===== src/rtl/pwm_pkg.sv =====
// Shared definitions for the multi-channel PWM: mode encoding and duty-bus slicing.
package pwm_pkg;

  localparam logic PWM_EDGE   = 1'b0;
  localparam logic PWM_CENTER = 1'b1;

  // Widest supported duty word and channel count; the slice helper works on a bus this wide.
  localparam int unsigned MaxBits     = 32;
  localparam int unsigned MaxChannels = 32;
  localparam int unsigned DutyBusW    = MaxBits * MaxChannels;

  function automatic logic [MaxBits-1:0] duty_slice(input logic [DutyBusW-1:0] bus,
                                                    input int unsigned        bits,
                                                    input int unsigned        chan);
    logic [DutyBusW-1:0] shifted;
    logic [MaxBits-1:0]  mask;
    shifted = bus >> (chan * bits);
    mask    = {MaxBits{1'b1}} >> (MaxBits - bits);
    return shifted[MaxBits-1:0] & mask;
  endfunction

endpackage


===== src/rtl/pwm_timebase.sv =====
// Shared PWM timebase: edge/center counter, active period and mode, boundary strobe and sync.
module pwm_timebase
  import pwm_pkg::*;
#(
  parameter int unsigned BITS = 16
) (
  input  logic            clk,
  input  logic            rst_n,
  input  logic            enable_i,
  input  logic            apply_i,
  input  logic [BITS-1:0] period_shadow_i,
  input  logic            center_shadow_i,
  output logic [BITS-1:0] cnt_o,
  output logic            boundary_o,
  output logic            sync_o
);

  logic [BITS-1:0] cnt_q, cnt_d;
  logic [BITS-1:0] period_q, period_d;
  logic            center_q, center_d;
  logic            dir_q, dir_d;  // 1 = counting down
  logic            sync_q, sync_d;
  logic            boundary;

  always_comb begin
    boundary = 1'b0;
    if (period_q == '0) begin
      boundary = 1'b1;
    end else if (center_q == PWM_EDGE) begin
      boundary = (cnt_q >= period_q);
    end else begin
      // P=1 never turns around, so its last value is reached while still counting up.
      boundary = (cnt_q == BITS'(1)) && (dir_q || (period_q == BITS'(1)));
    end
  end

  always_comb begin
    cnt_d    = cnt_q;
    dir_d    = dir_q;
    period_d = period_q;
    center_d = center_q;
    sync_d   = enable_i && (cnt_q == '0);
    if (!enable_i || boundary) begin
      cnt_d = '0;
      dir_d = 1'b0;
    end else if (center_q == PWM_CENTER) begin
      if (dir_q) begin
        cnt_d = cnt_q - BITS'(1);
      end else if (cnt_q == period_q) begin
        dir_d = 1'b1;
        cnt_d = cnt_q - BITS'(1);
      end else begin
        cnt_d = cnt_q + BITS'(1);
      end
    end else begin
      cnt_d = cnt_q + BITS'(1);
    end
    if (apply_i) begin
      period_d = period_shadow_i;
      center_d = center_shadow_i;
    end
  end

  always_ff @(posedge clk or negedge rst_n) begin
    if (!rst_n) begin
      cnt_q    <= '0;
      dir_q    <= 1'b0;
      period_q <= '0;
      center_q <= PWM_EDGE;
      sync_q   <= 1'b0;
    end else begin
      cnt_q    <= cnt_d;
      dir_q    <= dir_d;
      period_q <= period_d;
      center_q <= center_d;
      sync_q   <= sync_d;
    end
  end

  assign cnt_o      = cnt_q;
  assign boundary_o = boundary;
  assign sync_o     = sync_q;

endmodule


===== src/rtl/pwm_multi.sv =====
// Multi-channel PWM: double-buffered period/mode/duty over one shared timebase.
module pwm_multi
  import pwm_pkg::*;
#(
  parameter int unsigned BITS     = 16,
  parameter int unsigned CHANNELS = 4
) (
  input  logic                     clk,
  input  logic                     rst_n,
  input  logic                     enable,
  input  logic                     load,
  input  logic [BITS-1:0]          period,
  input  logic                     center,
  input  logic [CHANNELS*BITS-1:0] dty,
  output logic [CHANNELS-1:0]      pwm,
  output logic                     sync,
  output logic                     pending
);

  logic [BITS-1:0] period_sh_q;
  logic            center_sh_q;
  logic            pending_q, pending_d;
  logic            apply;
  logic            boundary;
  logic [BITS-1:0] cnt;

  // Disabled timebase accepts shadow contents every cycle; running one only at a boundary.
  assign apply = pending_q && (boundary || !enable);

  always_comb begin
    pending_d = pending_q;
    if (load) begin
      pending_d = 1'b1;
    end else if (apply) begin
      pending_d = 1'b0;
    end
  end

  always_ff @(posedge clk or negedge rst_n) begin
    if (!rst_n) begin
      period_sh_q <= '0;
      center_sh_q <= PWM_EDGE;
      pending_q   <= 1'b0;
    end else begin
      pending_q <= pending_d;
      if (load) begin
        period_sh_q <= period;
        center_sh_q <= center;
      end
    end
  end

  pwm_timebase #(
    .BITS (BITS)
  ) u_timebase (
    .clk             (clk),
    .rst_n           (rst_n),
    .enable_i        (enable),
    .apply_i         (apply),
    .period_shadow_i (period_sh_q),
    .center_shadow_i (center_sh_q),
    .cnt_o           (cnt),
    .boundary_o      (boundary),
    .sync_o          (sync)
  );

  for (genvar c = 0; c < CHANNELS; c++) begin : g_chan
    logic [BITS-1:0] duty_in;
    logic [BITS-1:0] duty_sh_q;
    logic [BITS-1:0] duty_act_q;
    logic            pwm_q;

    assign duty_in = BITS'(duty_slice(DutyBusW'(dty), BITS, c));

    always_ff @(posedge clk or negedge rst_n) begin
      if (!rst_n) begin
        duty_sh_q  <= '0;
        duty_act_q <= '0;
        pwm_q      <= 1'b0;
      end else begin
        // The active word takes the old shadow even when a load lands on the same edge.
        if (apply) begin
          duty_act_q <= duty_sh_q;
        end
        if (load) begin
          duty_sh_q <= duty_in;
        end
        pwm_q <= enable && (cnt < duty_act_q);
      end
    end

    assign pwm[c] = pwm_q;
  end

  assign pending = pending_q;

endmodule


===== config.mk =====
export PLATFORM = sky130hd
export DESIGN_NAME = pwm_multi
export DESIGN_NICKNAME = d
export VERILOG_FILES = /design/src/rtl/pwm_pkg.sv /design/src/rtl/pwm_timebase.sv /design/src/rtl/pwm_multi.sv
export SDC_FILE = /design/constraint.sdc
export NUM_CORES = 1
export LEC_CHECK = 0
export ABC_AREA = 0
export CAP_MARGIN = 15
export CORE_ASPECT_RATIO = 1.2
export CORE_MARGIN = 2
export CORE_UTILIZATION = 29
export DETAILED_ROUTE_END_ITERATION = 10
export GPL_ROUTABILITY_DRIVEN = 1
export PLACE_DENSITY = 0.56
export SETUP_SLACK_MARGIN = 0.5
export SYNTH_ARGS = -nofsm -noshare
export SYNTH_HDL_FRONTEND = slang
export SYNTH_HIERARCHICAL = 1
export SYNTH_SLANG_ARGS = --single-unit
export TNS_END_PERCENT = 100

===== constraint.sdc =====
create_clock -name clk -period 4.5 [get_ports clk]
set_input_delay 1.125 -clock clk [delete_from_list [all_inputs] [get_ports clk]]
set_output_delay 1.125 -clock clk [all_outputs]
set_load 0.02 [all_outputs]

Yosys cells after proc, flatten, opt, wreduce, memory -nomap -nowiden
Cells that the tools add are included.

Register bits after elaboration: 185. Input port bits: 85. Logic and storage cells: 56. Output and inout bits: 6.

Equal/unequal tests: 3. Reductions and logical operators: 14. Magnitude comparators: 5. Add/subtract/negate cells: 2. Multiplexer cells: 12.

Operator list (count): less-than comparator 16 bit (4); 2-to-1 mux 16 bit (4); equality test 16 x 1 -> 1 bit (second input constant) (2); logical NOT 16 bit (2); adder 16 x 1 -> 16 bit (second input constant) (1); equality test 16 bit (1); greater-or-equal comparator 16 bit (1); subtractor 16 x 1 -> 16 bit (second input constant) (1); 2-to-1 mux 1 bit (8); logical AND 1 bit (7); nonzero test 2 bit (2); logical OR 1 bit (2); logical NOT 1 bit (1).

Longest topological paths before layout
Gate-level depths: netlist (run 1).

Depth after elaboration: 9. Mapped depth: 15. Mapped depth without buffers: 12.

Hierarchy
Netlist (run 1), hierarchy kept.

Modules (own cells, without submodules): pwm_multi (times used 1, area each 7014.2 µm², cells each 601); pwm_timebase (times used 1, area each 2239.6 µm², cells each 249).

Least setup slack after synthesis (run 1)
OpenSTA, ideal clock, no wires.

Path type: reg2reg. Start: register u_timebase.cnt_q[14], in the netlist u_timebase/cnt_o[14]. End: register u_timebase.period_q[14]. Buffers on the path: 3. Arrival: 2.680 ns. Clock period less this slack: 2.763 ns. Setup slack: 1.737 ns. Setup time: 0.083 ns. Cell stages (with the launch flop): 15. Path through: dfrtp_1 ha_1 nand4_2 or3_1 a31oi_1 o31ai_1 nand2_1 nand2b_1 buf_2 nand2_4 inv_2 buf_2 clkbuf_1 nand2_1 o21ai_0.

Longest elaborated chain between the ends: 6. Elaborated cells on any way between the ends: 7.

RTL lines: start, declared (RTL line pwm_timebase.sv:18) `logic [BITS-1:0] cnt_q, cnt_d;`; start signal, assigned (RTL line pwm_timebase.sv:72) `cnt_q <= cnt_d;`; branches (longest 2 deep; another with greater-or-equal comparator 16 bit); 2-to-1 mux 1 bit (*) (RTL line pwm_timebase.sv:29) `end else if (center_q == PWM_EDGE) begin`; 2-to-1 mux 1 bit (*) (RTL line pwm_timebase.sv:27) `if (period_q == '0) begin`; net boundary (RTL line pwm_multi.sv:24) `logic boundary;`; logical OR 1 bit (*) (RTL line pwm_multi.sv:28) `assign apply = pending_q && (boundary || !enable);`; logical AND 1 bit (*) (RTL line pwm_multi.sv:28); net apply (RTL line pwm_multi.sv:23) `logic apply;`; end signal, assigned (RTL line pwm_timebase.sv:74) `period_q <= period_d;`; end, declared (RTL line pwm_timebase.sv:19) `logic [BITS-1:0] period_q, period_d;`.

Mark *: on every way through the listed nets, which the timed path passes. A chain may end at the register's enable or synchronous reset.

Worst setup path after layout (run 1)
Start: register u_timebase.cnt_q[13], in the netlist u_timebase/cnt_o[13]. End: register g_chan[3].duty_act_q[9].

Longest elaborated chain between the ends: 6. Elaborated cells on any way between the ends: 7.

RTL lines: branches (longest 2 deep; another with greater-or-equal comparator 16 bit); 2-to-1 mux 1 bit (*) (RTL line pwm_timebase.sv:29); 2-to-1 mux 1 bit (*) (RTL line pwm_timebase.sv:27); net boundary (RTL line pwm_multi.sv:24); logical OR 1 bit (*) (RTL line pwm_multi.sv:28); logical AND 1 bit (*) (RTL line pwm_multi.sv:28); end signal, assigned (RTL line pwm_multi.sv:83) `duty_act_q <= duty_sh_q;`; end, declared (RTL line pwm_multi.sv:70) `logic [BITS-1:0] duty_act_q;`.

Marked as above.

==> flow_metrics.env, run 1 <==
export IMPL_core_area_sq_mm=0.03136
export IMPL_final_cells=1340
export IMPL_setup_violations=0
export IMPL_maxSlewViolCount=0
export IMPL_yosysSeqAreaShare=0.5003
export IMPL_synth_most_common_cell="dfrtp_1"
export IMPL_place_gp_congestion=0.8577
export IMPL_ctsHoldBuffers=0
export IMPL_clk_latency_ns=0.44
export IMPL_ys_async_sr_fraction=1.000
export IMPL_final_core_util=0.3559
export IMPL_overflow=0
export IMPL_required_ns=4.81
export IMPL_path_clk_slew_ns=0.07
export IMPL_synth_commonest_cells="dfrtp_1 (185), mux2_2 (87), o21ai_0 (86)"
export IMPL_die_w_microns=167.1
export IMPL_grt_max_degree=74
export IMPL_cp_end_kind="register"
export IMPL_synth_net_count=1015
export IMPL_peakVddDrop_mv=0.2160
export IMPL_cts_resized=0
export IMPL_drive_above_1_share=0.1491
export IMPL_ys_types=52
export IMPL_reg2reg_depth=11
export IMPL_drt_wl_total_microns=22600
export IMPL_ios=91
export IMPL_maxCapViolCount=0
export IMPL_cts_setup_buffers=0
export IMPL_area_delta_synth_final_pct=20.59
export IMPL_holdPathEnd="u_timebase/period_q[3]"
export IMPL_dieHeight_microns=199.7
export IMPL_cts_path_max_buffers=2
export IMPL_r2r_end="g_chan[3].duty_act_q[9]"
export IMPL_rows=71
export IMPL_power_density_mw_per_mm2=370.9
export IMPL_timing_setup_tns_ns=0
export IMPL_rrSetupSlack_ns=1.21
export IMPL_yosysWarningCount=6
export IMPL_routed_via_density=4.855
export IMPL_grt_usage=0.1410
export IMPL_crit_path_start_kind="register"
export IMPL_grt_pass1_wl_microns=36760
export IMPL_dp_slack_ns=1.230
export IMPL_synth_top_area_share=0.5003
export IMPL_fin_ws_ns=1.211
export IMPL_ctsHtreeMaxLevel=4
export IMPL_slew_headroom=0.3682
export IMPL_crit_type="reg2reg"
export IMPL_synth_cells=850
export IMPL_hold_viol=0
export IMPL_final_setup_skew_ns=0.01156
export IMPL_drtPass1Iterations=5
export IMPL_hold_path_class="reg2reg"
export IMPL_portBuffers=90
export IMPL_status="completed"
export IMPL_layout_nets=1092
export IMPL_die_area_sq_mm=0.03336
export IMPL_cts_tree="done"
export IMPL_synth_area_sq_mm=0.009254
export IMPL_insertedDiodeCount=0
export IMPL_synth_avg_cell_area_sq_um=10.89
export IMPL_synthTopCellsByArea="dfrtp_1 (50%), ha_1 (11%), mux2_2 (11%), o21ai_0 (4.7%), nand3_1 (3.6%)"
export IMPL_critPathMaxFanout=48
export IMPL_final_antenna_net_count=0
export IMPL_cts_buffers=17
export IMPL_leakage_nw=4.993
export IMPL_wl_per_cell_microns=16.87
export IMPL_start_util=0.2951
export IMPL_dp_cells=1309
export IMPL_num_vias=6506
export IMPL_drc=0
export IMPL_synth_edf_count=0
export IMPL_hpwl_microns=16290
export IMPL_yosys_most_used_dff="dfrtp_1"
export IMPL_first_iter_violations=315
export IMPL_hold_start="period_sh_q[3]"
export IMPL_fin_crit_ns=3.289
export IMPL_ctsRootBufferMaster="clkbuf_16"
export IMPL_synth_top_area_cell="dfrtp_1"
export IMPL_r2r_start="u_timebase/cnt_o[13]"
export IMPL_rsz0062_at_grt="no"
export IMPL_grt_pass1_vias=6640
export IMPL_antenna_found_initial=0
export IMPL_fmax_mhz=304.0
export IMPL_ys_ff_latch=185
export IMPL_period_share=0.7309
export IMPL_cp_data_arrival_time_ns=3.60
export IMPL_min_path_cells=2
export IMPL_worst_slew_pin_slew_ns=0.9476
export IMPL_cts_sinks=185
[final cells by class]
| cell class | count | area (sq um) |
|---|---|---|
| clock inverter | 11 | 135.1 |
| inverter | 84 | 315.3 |
| fill | 3081 | 20200 |
| sequential | 185 | 4631 |
| clock buffer | 20 | 466.7 |
| tap | 401 | 501.7 |
| multi-input combinational | 540 | 4115 |
| timing repair buffer | 99 | 994.7 |
[placed cells by master, fill, tap and decap left out, drive strengths merged, types with 5 or more instances in the layout]
cell	netlist	final
inv	84	89
and4	10	10
nor3	8	8
ha	80	80
nor2	26	26
xor2	5	5
a2111oi	5	5
nand2	40	40
or4	6	6
nor2b	9	9
clkdlybuf4s50	0	88
xnor2	9	9
o21ai	94	94
mux2i	9	9
nand3	68	68
o31ai	5	5
buf	20	10
clkbuf	21	21
dfrtp	185	185
mux2	87	87
nor4	7	7
nand2b	7	7
nand4	9	9
a21oi	30	30
[metrics by stage]
| step | area (sq um) | total power, mW | hold slack (ns) |
|---|---|---|---|
| finish | 11160 | 4.139 | 0.4970 |
| global route | 11160 | 4.364 | 0.5249 |
| CTS | 11160 | 4.201 | 0.5010 |
| detailed placement | 10560 | 2.642 | 0.4957 |
| global placement | 10560 | 2.626 | 0.4779 |
| floorplan | 9254 | 2.352 | 0.4460 |
[worst max-delay path by stage]
stage | startpoint | to | slack, ns | depth (start not counted)
floorplan | u_timebase/cnt_o[14] | u_timebase/period_q[14] | 1.74 | 14
global placement | u_timebase/cnt_o[8] | u_timebase/center_q | 1.32 | 10
detailed placement | u_timebase/cnt_o[13] | g_chan[3].duty_act_q[10] | 1.23 | 11
CTS | u_timebase/cnt_o[13] | g_chan[3].duty_act_q[9] | 1.20 | 11
global route | u_timebase/cnt_o[9] | g_chan[2].duty_act_q[5] | 0.93 | 11
finish | u_timebase/cnt_o[13] | g_chan[3].duty_act_q[9] | 1.21 | 11
[layer usage]
layer | part of all wire | global-route usage
met5 | 0 | 0
met4 | 0.020 | 0.05109
met3 | 0.036 | 0.02535
met2 | 0.48 | 0.2333
met1 | 0.46 | 0.1853
[worst max-delay path: stages, from the launching register on]
cell	delay, ns
dfrtp_1	0.54
ha_1	0.40
nand4_2	0.17
or3_1	0.45
a31oi_1	0.17
o31ai_1	0.12
nand2_1	0.07
nand2b_2	0.15
nand2_4	0.09
inv_2	0.57
buf_12	0.27
o21ai_0	0.11
[power breakdown]
part	switching (mW)	internal, mW
registers	0.0911	1.86
clock network	0.666	0.871
logic	0.361	0.293
total	1.12	3.02
[registers in the layout (all words and copies together), names as in the netlist]
name,cells
pending,1
center_sh_q,1
u_timebase/period_q,16
g_chan.duty_sh_q,64
u_timebase/sync_o,1
g_chan.duty_act_q,64
u_timebase/center_q,1
u_timebase/cnt_o,16
u_timebase/dir_q,1
g_chan.pwm_q,4
period_sh_q,16
[kinds of logic (layout without fill, tap and decap cells)]
group,Yosys count,in the layout,share of synthesized area
simple gates,198,198,0.1134
xor+xnor,14,14,0.01325
fa+ha+maj,80,80,0.1082
compound gates,152,152,0.09397
flops,185,185,0.5003
mux,96,96,0.1156
buf+inv,125,214,0.05530
No activity file was read; power rests on OpenSTA's default activity.
==> inputs of run 2 (changes only) <==
==> constraint.sdc (replaced) <==
create_clock -name clk -period 3.3 [get_ports clk]
set_input_delay 0.825 -clock clk [delete_from_list [all_inputs] [get_ports clk]]
set_output_delay 0.825 -clock clk [all_outputs]
set_load 0.02 [all_outputs]
==> run 2 against run 1 <==
Against the previous run:
- hold slack got worse by 0.084 ns
- first-iteration DRC count increased by 36%
- setup slack got worse by 0.58 ns
- count of clock-buffer cells in the layout decreased by 2
- global-route usage about the same
- critical endpoint is now u_timebase/period_q[0]
==> flow_metrics.env, run 2 (synthesis results as in run 1) <==
export IMPL_critPathMaxFanout=17
export IMPL_setup_violations=0
export IMPL_ios=91
export IMPL_cp_end_kind="register"
export IMPL_crit_family="simple AND/OR/NAND/NOR gates"
export IMPL_fillCellCount=3118
export IMPL_cp_buffers_inverters=1
export IMPL_cts_sinks=185
export IMPL_grt_usage=0.1414
export IMPL_cts_path_max_buffers=2
export IMPL_reg_top3="g_chan.duty_act_q (64), g_chan.duty_sh_q (64)"
export IMPL_cts_buffers=17
export IMPL_layout_commonest_cell="dfrtp_1"
export IMPL_slew_headroom=0.3991
export IMPL_critical_path_slowest_cell="or3_4"
export IMPL_portBuffers=90
export IMPL_hold_path_class="in2async"
export IMPL_die_area_sq_mm=0.03336
export IMPL_drtPass1Iterations=5
export IMPL_cp_data_arrival_time_ns=2.99
export IMPL_max_stage_delay_ns=0.45
export IMPL_hold_viol=0
export IMPL_crit_path_start_kind="register"
export IMPL_drc=0
export IMPL_layout_nets=1113
export IMPL_power_density_mw_per_mm2=493.7
export IMPL_start_util=0.2951
export IMPL_crit_chain="ha_1 -> nand4_1 -> or3_4 -> a31oi_2 -> o31ai_2 -> nand2_1 -> nand2b_2 -> nand2_8 -> inv_12 -> mux2_2"
export IMPL_final_core_util=0.3640
export IMPL_rsz0062_at_grt="no"
export IMPL_hpwl_microns=15830
export IMPL_maxSlewViolCount=0
export IMPL_fin_crit_ns=2.666
export IMPL_dieHeight_microns=199.7
export IMPL_ctsHtreeMaxLevel=4
export IMPL_timing_setup_tns_ns=0
export IMPL_first_iter_violations=428
export IMPL_place_gp_congestion=0.8426
export IMPL_grt_pass1_wl_microns=36750
export IMPL_maxCapViolCount=0
export IMPL_core_area_sq_mm=0.03136
export IMPL_drive_above_1_share=0.1738
export IMPL_num_vias=6608
export IMPL_die_w_microns=167.1
export IMPL_status="completed"
export IMPL_final_antenna_net_count=0
export IMPL_insertedDiodeCount=0
export IMPL_clk_latency_ns=0.44
export IMPL_drt_wl_total_microns=22830
export IMPL_fmax_mhz=375.1
export IMPL_path_clk_slew_ns=0.07
export IMPL_period_share=0.8078
export IMPL_antenna_found_initial=0
export IMPL_leakage_nw=5.119
export IMPL_cts_tree="done"
export IMPL_final_cell_mix="dfrtp_1 (183), clkdlybuf4s50_1 (88), mux2_2 (87)"
export IMPL_grt_pass1_vias=6714
export IMPL_peakVddDrop_mv=0.2236
export IMPL_grt_max_degree=77
export IMPL_worst_slew_pin_slew_ns=0.9012
export IMPL_rows=71
export IMPL_crit_type="reg2reg"
export IMPL_ctsRootBufferMaster="clkbuf_16"
export IMPL_area_delta_synth_final_pct=23.34
export IMPL_final_setup_skew_ns=0.009472
export IMPL_wl_per_cell_microns=16.76
export IMPL_routed_via_density=4.852
export IMPL_required_ns=3.62
export IMPL_overflow=0
run 2: changes by cell type in the layout (fill, tap and decap cells not counted), sizes merged:
cell and change:
buf +20, inv +3, clkbuf -2, clkinvlp +1
run 2: what timing repair did:
action / in CTS / in global routing
pin swaps: 0 / 1
setup endpoints to repair: 66 / 63
hold buffers: 0 / 0
gates resized for setup: 8 / 9
buffers inserted: 0 / 3
gates cloned: 1 / 1
run 2: report_power, final:
group,switching [mW],internal [mW]
combinational,0.473,0.412
clock,0.935,1.16
sequential,0.128,2.53
run 2: final timing paths:
check | start | end | slack [ns] | cells after the start
max | u_timebase/cnt_o[11] | u_timebase/period_q[0] | 0.63 | 10
min | rst_n | g_chan[0].duty_sh_q[4] | 0.41 | 1
max reg2reg | u_timebase/cnt_o[11] | u_timebase/period_q[0] | 0.63 | 10
min reg2reg | period_sh_q[10] | u_timebase/period_q[10] | 0.48 | 2
max in group asynchronous | rst_n | g_chan[2].duty_sh_q[11] | 2.13 | 2
min in group clk | period_sh_q[10] | u_timebase/period_q[10] | 0.48 | 2
run 2: metal layers:
layer	global-route usage	vias to the layer above	part of all wire
met3	0.02476	26	0.035
met1	0.1838	3269	0.45
met2	0.2387	115	0.50
met5	0	-	0
met4	0.04789	0	0.019
li1	-	3198	-
run 2: through the flow:
step | hold slack (ns) | std cells | instance area [sq um] | total power [mW] | worst slack (ns)
after floorplan | 0.4460 | 850 | 9254 | 3.207 | 0.5369
after CTS | 0.4230 | 1358 | 11340 | 5.708 | 0.5460
after global routing | 0.4492 | 1362 | 11410 | 5.948 | 0.4882
after detailed placement | 0.4783 | 1325 | 10690 | 3.583 | 0.2504
final | 0.4130 | 1362 | 11410 | 5.635 | 0.6343
after global placement | 0.4747 | 1325 | 10690 | 3.555 | 0.3270
run 2: area by class of cell:
type                    count  area, sq um  area share
clock buffers              18        439.2     0.03848
clock inverters            14        160.2     0.01403
inverters                  84        327.8     0.02872
multi-input cells         540         4146      0.3633
flip-flops and latches    185         4632      0.4058
well taps                 401        501.7     0.04396
repair buffers            119         1197      0.1049
repair inverters            1        8.758   0.0007674
==> inputs of run 3 (changes only) <==
--- a/config.mk
+++ b/config.mk
@@ -12,7 +12,7 @@
 export CORE_UTILIZATION = 29
 export DETAILED_ROUTE_END_ITERATION = 10
 export GPL_ROUTABILITY_DRIVEN = 1
-export PLACE_DENSITY = 0.56
+export PLACE_DENSITY = 0.58
 export SETUP_SLACK_MARGIN = 0.5
 export SYNTH_ARGS = -nofsm -noshare
 export SYNTH_HDL_FRONTEND = slang
==> constraint.sdc (replaced) <==
create_clock -name clk -period 2.2 [get_ports clk]
set_input_delay 0.55 -clock clk [delete_from_list [all_inputs] [get_ports clk]]
set_output_delay 0.55 -clock clk [all_outputs]
set_load 0.02 [all_outputs]
==> run 3 against run 2 <==
Against the previous run:
- critical path depth rose by 1
- the run now ends with setup timing left
- combinational power rose by 88%
- setup slack got worse by 0.92 ns
- highest routed layer unchanged
- via count rose by 5.5%
- critical path type unchanged
- largest power group unchanged
- sequential share of layout area fell by 3.7 points
==> flow_metrics.env, run 3 (synthesis results as in run 1) <==
export IMPL_status="complete, but fails checks"
export IMPL_violations="setup timing"
export IMPL_first_iter_violations=455
export IMPL_multi_input_area_sq_mm=0.004632
export IMPL_core_area_sq_mm=0.03136
export IMPL_switching_share=0.2770
export IMPL_final_cell_mix="dfrtp_1 (171), clkdlybuf4s50_1 (82), mux2_2 (81)"
export IMPL_clk_latency_ns=0.43
export IMPL_required_ns=2.50
export IMPL_report_power_total_mw=8.670
export IMPL_die_area_sq_mm=0.03336
export IMPL_grt_max_degree=70
export IMPL_peakVddDrop_mv=0.5032
export IMPL_reg_top3="g_chan.duty_act_q (64), g_chan.duty_sh_q (64)"
export IMPL_layout_nets=1177
export IMPL_crit_type="reg2reg"
export IMPL_grt_usage=0.1506
export IMPL_overflow=0
export IMPL_drt_wl_total_microns=24860
export IMPL_power_density_mw_per_mm2=687.7
export IMPL_insertedDiodeCount=0
export IMPL_portBuffers=90
export IMPL_dieHeight_microns=199.7
export IMPL_die_w_microns=167.1
export IMPL_maxSlewViolCount=0
export IMPL_hold_path_class="in2async"
export IMPL_reg2reg_depth=11
export IMPL_cp_end_kind="register"
export IMPL_final_antenna_net_count=0
export IMPL_placedInstanceArea_sq_mm=0.01135
export IMPL_fin_ws_ns=-0.2882
export IMPL_critPathMaxFanout=18
export IMPL_fin_area_sq_mm=0.01261
export IMPL_combPwrFrac=0.192
export IMPL_cp_data_arrival_time_ns=2.79
export IMPL_ctsHtreeMaxLevel=4
export IMPL_antenna_found_initial=0
export IMPL_regArea_sq_mm=0.004647
export IMPL_cts_buffers=17
export IMPL_slew_headroom=0.6535
export IMPL_drtPass1Iterations=5
export IMPL_clockPowerShare=0.346
export IMPL_routed_via_density=4.888
export IMPL_cts_path_max_buffers=2
export IMPL_r2r_start="u_timebase/cnt_o[7]"
export IMPL_hpwl_microns=17140
export IMPL_r2r_end="g_chan[0].duty_act_q[8]"
export IMPL_num_vias=6971
export IMPL_intPower_mw=6.269
export IMPL_cts_tree="done"
export IMPL_grt_pass1_wl_microns=38940
export IMPL_place_gp_congestion=0.8194
export IMPL_final_setup_skew_ns=0.01079
export IMPL_grt_pass1_vias=7280
export IMPL_rows=71
export IMPL_switchingPower_mw=2.402
export IMPL_ios=91
export IMPL_crit_path_start_kind="register"
export IMPL_drc=0
export IMPL_worst_slew_pin_slew_ns=0.5066
export IMPL_wl_per_cell_microns=17.43
export IMPL_hold_viol=0
export IMPL_pwr_share_seq=0.462
export IMPL_drive_above_1_share=0.2859
export IMPL_start_util=0.2951
export IMPL_maxCapViolCount=0
export IMPL_fmax_mhz=401.9
export IMPL_cts_sinks=185
export IMPL_layout_commonest_cell="dfrtp_1"
export IMPL_path_clk_slew_ns=0.07
export IMPL_area_delta_synth_final_pct=36.24
export IMPL_period_share=1.131
export IMPL_fillCellCount=3003
export IMPL_ctsRootBufferMaster="clkbuf_16"
export IMPL_rrSetupSlack_ns=-0.29
export IMPL_leakage_nw=5.483
export IMPL_fin_crit_ns=2.488
export IMPL_rsz0062_at_grt="yes"
export IMPL_setup_violations=97
==> run 3: power by group through the flow <==
stage / Sequential (mW) / Combinational [mW] / Clock [mW]
6_report: 4.00 / 1.66 / 3.00
5_1_grt: 4.05 / 1.87 / 3.22
4_1_cts: 4.00 / 1.60 / 3.07
3_5_place_dp: 4.06 / 1.49 / 0
3_3_place_gp: 4.05 / 1.45 / 0
2_1_floorplan: 3.99 / 0.874 / 0
==> run 3: cell type report <==
class	count	share of cell area
Timing Repair inverter	1	0.0008932
Clock buffer	21	0.03652
Tap cell	401	0.03980
Multi-Input combinational cell	541	0.3674
Sequential cell	185	0.3686
Timing Repair Buffer	182	0.1518
Inverter	84	0.02600
Clock inverter	11	0.008932
==> run 3: worst max path at each step <==
| stage | start | cells after the start | end |
|---|---|---|---|
| 6_report | u_timebase/cnt_o[7] | 11 | g_chan[0].duty_act_q[8] |
| 5_1_grt | u_timebase/period_q[14] | 12 | g_chan[0].duty_act_q[8] |
| 4_1_cts | u_timebase/cnt_o[10] | 12 | u_timebase/period_q[7] |
| 3_5_place_dp | u_timebase/cnt_o[5] | 11 | g_chan[2].duty_act_q[11] |
| 3_3_place_gp | u_timebase/period_q[2] | 10 | u_timebase/cnt_o[11] |
| 2_1_floorplan | u_timebase/cnt_o[6] | 12 | u_timebase/center_q |
==> run 3: what timing repair did <==
action,CTS,global route
endpoints found under the setup margin,110,108
gates cloned,4,3
hold endpoints to repair,7,0
gates resized for setup,78,57
pin swaps,14,14
hold buffers,1,0
setup buffers,11,4
==> run 3: per-stage QoR <==
| stage | utilization | hold WS [ns] | std cells | setup TNS [ns] | setup slack (ns) |
|---|---|---|---|---|---|
| after detailed placement | 0.3619 | 0.3759 | 1371 | -25.06 | -0.3071 |
| final | 0.4020 | 0.4976 | 1426 | -19.83 | -0.2882 |
| after CTS | 0.3962 | 0.4881 | 1419 | -17.02 | -0.2333 |
| after floorplan | - | 0.2544 | 850 | -16.96 | -0.3212 |
| after global routing | 0.4020 | 0.4866 | 1426 | -30.49 | -0.3837 |
| after global placement | 0.3619 | 0.3743 | 1371 | -27.25 | -0.3250 |
==> run 3: worst max-delay path, stage by stage (launching register included) <==
cell      delay [ns]
dfrtp_2         0.44
ha_4            0.25
a21oi_1         0.13
o21ai_1         0.09
a221o_1         0.34
o31ai_2         0.27
nand2_1         0.09
nand2b_4        0.19
buf_4           0.18
buf_12          0.15
nand3_1         0.11
o21ai_0         0.12
==> run 3: routing by layer <==
layer | wire length (microns) | global-route usage | up-vias
li1 | - | - | 3318
met1 | 11230 | 0.1931 | 3414
met2 | 11850 | 0.2518 | 185
met3 | 1089 | 0.02812 | 54
met4 | 692 | 0.05971 | 0
met5 | 0 | 0 | -
